$ cat config.mk
export PLATFORM = sky130hd
export DESIGN_NAME = wb_sram_bridge
export DESIGN_NICKNAME = d
export VERILOG_FILES = /design/src/rtl/wb_sram_bridge.sv
export SDC_FILE = /design/constraint.sdc
export NUM_CORES = 1
export LEC_CHECK = 0
export CAP_MARGIN = 10
export CORE_MARGIN = 5
export CORE_UTILIZATION = 39
export CTS_CLUSTER_DIAMETER = 50
export DETAILED_ROUTE_END_ITERATION = 6
export GPL_TIMING_DRIVEN = 1
export PLACE_DENSITY = 0.81
export REMOVE_ABC_BUFFERS = 1
export SLEW_MARGIN = 0
export SYNTH_ARGS = -nofsm -noshare
export SYNTH_HDL_FRONTEND = slang
export SYNTH_SLANG_ARGS = --single-unit
$ cat constraint.sdc
create_clock -name wb_clk_i -period 3.95 [get_ports wb_clk_i]
set_input_delay 1.185 -clock wb_clk_i [delete_from_list [all_inputs] [get_ports wb_clk_i]]
set_output_delay 1.185 -clock wb_clk_i [all_outputs]
set_load 0.05 [all_outputs]
$ cat src/rtl/wb_sram_bridge.sv
// rtl/wb_sram_bridge.sv - Wishbone classic slave bridging single 32-bit cycles onto a 1RW SRAM port
// Optional macro WB_SRAM_BRIDGE_ERR_EN: error response for out-of-range hits and empty-mask writes.
module wb_sram_bridge #(
    parameter logic [31:0] BASE_ADDR    = 32'h3000_0000,
    parameter logic [31:0] ADDR_MASK    = 32'hFFFF_F000,
    parameter int          ADDR_W       = 8,
    parameter int          READ_LATENCY = 1
) (
    input  logic              wb_clk_i,
    input  logic              wb_rst_i,
    input  logic              wbs_cyc_i,
    input  logic              wbs_stb_i,
    input  logic              wbs_we_i,
    input  logic [3:0]        wbs_sel_i,
    input  logic [31:0]       wbs_adr_i,
    input  logic [31:0]       wbs_dat_i,
    output logic              wbs_ack_o,
    output logic [31:0]       wbs_dat_o,
    output logic              wbs_err_o,
    output logic              sram_csb0,
    output logic              sram_web0,
    output logic [3:0]        sram_wmask0,
    output logic [ADDR_W-1:0] sram_addr0,
    output logic [31:0]       sram_din0,
    input  logic [31:0]       sram_dout0
);
    typedef enum logic [1:0] {S_IDLE, S_ACCESS, S_RWAIT, S_ACK} state_t;

    localparam logic [1:0] CNT_INIT = 2'(READ_LATENCY - 1);

    state_t            state_q, state_d;
    logic [1:0]        cnt_q, cnt_d;
    logic              csb_q, csb_d;
    logic              web_q, web_d;
    logic [3:0]        wmask_q, wmask_d;
    logic [ADDR_W-1:0] addr_q, addr_d;
    logic [31:0]       din_q, din_d;
    logic [31:0]       dat_q, dat_d;
    logic              hit, req, accept;

    assign hit = (wbs_adr_i & ADDR_MASK) == BASE_ADDR;
    assign req = wbs_cyc_i & wbs_stb_i & hit;

`ifdef WB_SRAM_BRIDGE_ERR_EN
    // Window bits above the SRAM word range; any set bit means the word does not exist.
    localparam logic [31:0] HI_MASK = ~ADDR_MASK & (32'hFFFF_FFFF << (ADDR_W + 2));

    logic bad, err_q, err_d;

    assign bad    = ((wbs_adr_i & HI_MASK) != 32'h0) | (wbs_we_i & (wbs_sel_i == 4'h0));
    // The cycle after an error the master is still dropping stb, so it is not a new request.
    assign accept = req & ~bad & ~err_q;
    assign err_d  = (state_q == S_IDLE) & req & bad & ~err_q;

    always_ff @(posedge wb_clk_i or posedge wb_rst_i) begin
        if (wb_rst_i) begin
            err_q <= 1'b0;
        end else begin
            err_q <= err_d;
        end
    end

    assign wbs_err_o = err_q;
`else
    assign accept    = req;
    assign wbs_err_o = 1'b0;
`endif

    always_comb begin
        state_d = state_q;
        cnt_d   = cnt_q;
        csb_d   = csb_q;
        web_d   = web_q;
        wmask_d = wmask_q;
        addr_d  = addr_q;
        din_d   = din_q;
        dat_d   = dat_q;
        case (state_q)
            S_IDLE: begin
                if (accept) begin
                    addr_d  = wbs_adr_i[ADDR_W+1:2];
                    din_d   = wbs_dat_i;
                    csb_d   = 1'b0;
                    web_d   = ~wbs_we_i;
                    wmask_d = wbs_we_i ? wbs_sel_i : 4'h0;
                    state_d = S_ACCESS;
                end
            end
            S_ACCESS: begin
                csb_d = 1'b1;
                web_d = 1'b1;
                if (!web_q) begin
                    state_d = S_ACK;
                end else begin
                    cnt_d   = CNT_INIT;
                    state_d = S_RWAIT;
                end
            end
            S_RWAIT: begin
                if (cnt_q == 2'd0) begin
                    dat_d   = sram_dout0;
                    state_d = S_ACK;
                end else begin
                    cnt_d = cnt_q - 2'd1;
                end
            end
            S_ACK: begin
                state_d = S_IDLE;
            end
            default: begin
                state_d = S_IDLE;
            end
        endcase
    end

    always_ff @(posedge wb_clk_i or posedge wb_rst_i) begin
        if (wb_rst_i) begin
            state_q <= S_IDLE;
            cnt_q   <= 2'd0;
            csb_q   <= 1'b1;
            web_q   <= 1'b1;
            wmask_q <= 4'h0;
            addr_q  <= '0;
            din_q   <= 32'h0;
            dat_q   <= 32'h0;
        end else begin
            state_q <= state_d;
            cnt_q   <= cnt_d;
            csb_q   <= csb_d;
            web_q   <= web_d;
            wmask_q <= wmask_d;
            addr_q  <= addr_d;
            din_q   <= din_d;
            dat_q   <= dat_d;
        end
    end

    // An aborted cycle still runs to completion; only the handshake is withheld.
    assign wbs_ack_o   = (state_q == S_ACK) & wbs_cyc_i;
    assign wbs_dat_o   = dat_q;
    assign sram_csb0   = csb_q;
    assign sram_web0   = web_q;
    assign sram_wmask0 = wmask_q;
    assign sram_addr0  = addr_q;
    assign sram_din0   = din_q;
endmodule

# After elaboration in Yosys (flattened, before gate mapping)
# Index checks and enable logic that the tools add are counted.
[op_classes]
n_bitwise = 4
n_mux = 12
n_eq_ne = 8
n_reduce_logical = 9
add_sub_neg = 1
[ops]
columns = ["operator", "n"]
rows = [
  ["equality test 20 x 18 -> 1 bit (second input constant)", 1],
  ["2-to-1 mux 2 bit", 4],
  ["inequality test 2 bit (second input constant)", 4],
  ["one-hot mux 2 bit (4 select lines)", 1],
  ["AND reduction 2 bit", 4],
  ["equality test 2 bit (second input constant)", 2],
  ["logical NOT 2 bit", 2],
  ["2-to-1 mux 4 bit", 1],
  ["one-hot mux 1 bit (2 select lines)", 2],
  ["one-hot mux 2 bit (2 select lines)", 1],
  ["nonzero test 2 bit", 2],
  ["bitwise AND 1 bit", 3],
  ["2-to-1 mux 1 bit", 3],
  ["AND reduction 3 bit", 1],
  ["equality test 2 x 1 -> 1 bit (second input constant)", 1],
  ["subtractor 2 x 1 -> 2 bit (second input constant)", 1],
  ["NOT 1 bit", 1],
]
[totals]
register_bits = 82
out_inout_bits = 80

# Logic depth before layout (Yosys ltp)
[logic_depth]
ltp_word = 4
depth_mapped = 7
depth_no_buf = 6

# Least setup slack after synthesis
# OpenSTA, ideal clock, no wires.
[synth_path]
path_kind = "input port to output port"
startpoint = "input port wbs_cyc_i"
endpoint = "output port wbs_ack_o"
slack_ns = 1.168
t_arrival_ns = 1.597
path_stages = 1
t_required_ns = 2.765
path_cell_list = "and2_1"
[synth_between]
elab_chain_len = 1
[synth_rtl]
columns = ["item", "line_no", "rtl"]
rows = [
  ["start, declared", "11", "input logic wbs_cyc_i,"],
  ["bitwise AND 1 bit", "139", "assign wbs_ack_o = (state_q == S_ACK) & wbs_cyc_i;"],
  ["end, declared", "17", "output logic wbs_ack_o,"],
]
# Every way passes these cells.

# Worst setup path after layout
# Ends and elaborated chain as after synthesis.

==> run metrics <==
Leakage 2.47 nW; worst min path class reg -> reg; clk sinks 82; Final Cycle Share 0.795; vias per cell 4.84; Power Density between 600 and 700 nW/µm²; Hold EP sram_din0[24]$_DFFE_PP0P_; clk slew on worst S/H paths 0.08 ns; CP delay by family, top buffers and inverters; Max Freq 318 MHz; global-route wire length before repair between 10000 and 15000 µm; cts bufs inserted 9; DIE AREA ~11000 µm²; CP startpoint kind primary input; GRT overflow 0; antenna diode count 0; CP max FO 2; number of port buffers 179; Residual DRC 0; largest family of logic cells by synthesized area multiplexers; largest net degree at the start of global routing 45; worst r2r src state_q[1]$_DFFE_PP0P_; TritonRoute pass-1 iters 4; Skew-Pair Late Insertion Delay 0.35 ns; Final Hold Viols 0; largest cells by area after synthesis dfrtp_1 (59%), mux2_1 (12%), mux2_2 (12%); Avg WL per Cell between 15 and 20 µm; cell count after synthesis ~230; CP max-delay cell clkdlybuf4s50_1; mux contribution to synthesized area 0.257; Syn Area/Cell 14.8 µm²; Synth warnings 0; critical-path cell list clkdlybuf4s50_1 -> and2_1 -> buf_4; Synth Area in XOR/XNOR 0; maximum vdd drop 0.000435 V; Max Cap Violations 0; Worst Tran Pin Value 0.743 ns; area grow syn2layout 62.5%; share of layout cells above drive strength 1 0.151; FF-to-FF End sram_addr0[5]$_DFFE_PP0P_; HPWL Detailed 6600 µm; root buffer cell clkbuf_8; Min Clock Period, post-route 3.14 ns; Reg2Reg Setup Slack between 1.5 and 2 ns; Worst EP required 2.76 ns; Final nets 523; final core occ 0.642; vias in the first global route 2682; core area 8590 µm²; CP max stage delay 0.46 ns; Post-Synth Adder-Cell Area 0.0184; Die Height slightly above 100 µm; overall via count from detail_route 2545; H-tree levels 3; area taken by multi-input logic gates approximately 1200 µm²; # IOs 185; share of the synthesized area in the top cell type 0.590; R2R cell count 6; Hold-fix buffers, CTS 0; Seq/Total Area, Yosys 0.605; Worst Path Arrival 1.96 ns; Filler cells 674; CTS Buffer Depth 2; max-slew violations 0; Synth area leader dfrtp_1; Synth Flop Type dfrtp_1; complex-gate fraction of the synthesized area 0.0254; Initial Util 0.395; Final Skew 0.0114 ns; post-synthesis cell area 3390 µm²; setup TNS 0 ns; hold path start sram_din0[24]$_DFFE_PP0P_; Total Power 3.44 mW; post-CTS sizing 0; EDFF count, synth 0; Final setup viols 0; Post-CTS Setup Bufs 0; Crit Path Category in -> out; Worst slew margin 0.504; Total GRT Usage 0.160; Async SR Flop Fraction 1.00; Worst setup EP type primary output; initial drt markers 32; Synth Register Bits 82; status complete, no violations; Worst Hold Depth 1; Die X-Extent between 100 and 150 µm; RSZ-0062 raised after global routing no; GP Congestion between 0.6 and 0.7; initial antenna violation count 0; TritonCTS clock tree built; drt total wl around 8600 µm; post-synthesis simple-gate area fraction 0.0623; Buf/Inv on CP 2; Final ANT Viol Nets 0; Synth cell types 36; cell row count 34; storage element area 2050 µm²
-- state kept, by name (all words and copies together) (netlist names) --
| name | count |
|---|---|
| sram_din0 | 32 |
| sram_wmask0 | 4 |
| state_q | 2 |
| wbs_dat_o | 32 |
| sram_web0 | 1 |
| sram_csb0 | 1 |
| sram_addr0 | 8 |
| cnt_q | 2 |
-- cells in the mapped netlist, types with 2 or more instances --
master	number
dfrtp_1	80
mux2_1	36
mux2_2	36
inv_1	10
nand2_1	7
mux2i_1	6
ha_1	5
nor3_1	5
buf_6	4
buf_1	3
nand3_1	3
nor4_1	3
a21oi_1	2
a22o_1	2
dfstp_2	2
nand2b_1	2
nor2_1	2
nor2b_1	2
nor4b_2	2
-- layout by cell type, fill, tap and decap left out, types with 3 or more instances in the layout --
cell             count
ha_1                 5
clkbuf_8             9
nor4_1               3
mux2_1              36
clkdlybuf4s50_1    178
dfrtp_1             80
nand2_1              7
nor3_1               5
mux2_2              36
nand3_1              3
mux2i_1              6
inv_1                9
-- cell families after synthesis --
logic type               count (synthesis)
flip-flops                              82
AND/OR/NAND/NOR                         32
multiplexers                            78
AO/OA/AOI/OAI                           12
adder cells (fa/ha/maj)                  5
other                                    1
buffers and inverters                   19
-- layout make-up --
| cell class | count | area share |
|---|---|---|
| sequential | 82 | 0.372 |
| timing repair buffer | 182 | 0.333 |
| multi-input combinational | 128 | 0.224 |
| tap | 108 | 0.0245 |
| clock buffer | 10 | 0.0231 |
| clock inverter | 6 | 0.0161 |
| inverter | 10 | 0.00703 |
-- how the worst max path moves through the flow --
stage,end,from,slack (ns),cells past startpoint
6_report,wbs_ack_o,wbs_cyc_i,0.81,3
5_1_grt,wbs_ack_o,wbs_cyc_i,0.78,3
4_1_cts,wbs_ack_o,wbs_cyc_i,0.80,3
3_5_place_dp,sram_addr0[7]$_DFFE_PP0P_,wbs_adr_i[29],0.58,6
3_3_place_gp,sram_din0[31]$_DFFE_PP0P_,wbs_adr_i[29],0.64,6
2_1_floorplan,sram_addr0[5]$_DFFE_PP0P_,wbs_adr_i[26],0.43,4
-- metrics by stage --
stage	cell area (µm²)	worst slack, ns	cells	hold WS, ns
floorplan	3330	0.425	220	0.496
global placement	5300	0.645	510	0.466
detailed placement	5300	0.584	510	0.474
CTS	5520	0.805	526	0.493
global route	5520	0.784	526	0.516
finish	5520	0.809	526	0.489
-- per-layer routing --
metal	routed length [µm]	vias to the layer above	part of all wire	track usage
li1	-	1177	-	-
met5	0	-	0	0
met4	79	0	0.0092	0.0418
met3	966	8	0.11	0.0791
met1	3210	1243	0.38	0.186
met2	4300	117	0.50	0.265
-- power breakdown --
| group | internal [mW] | leakage [nW] | switching (mW) |
|---|---|---|---|
| sequential | 1.04 | 1.04 | 0.0986 |
| combinational | 0.662 | 1.32 | 0.978 |
| clock | 0.358 | 0.103 | 0.306 |
No activity file was read; power rests on OpenSTA's default activity.
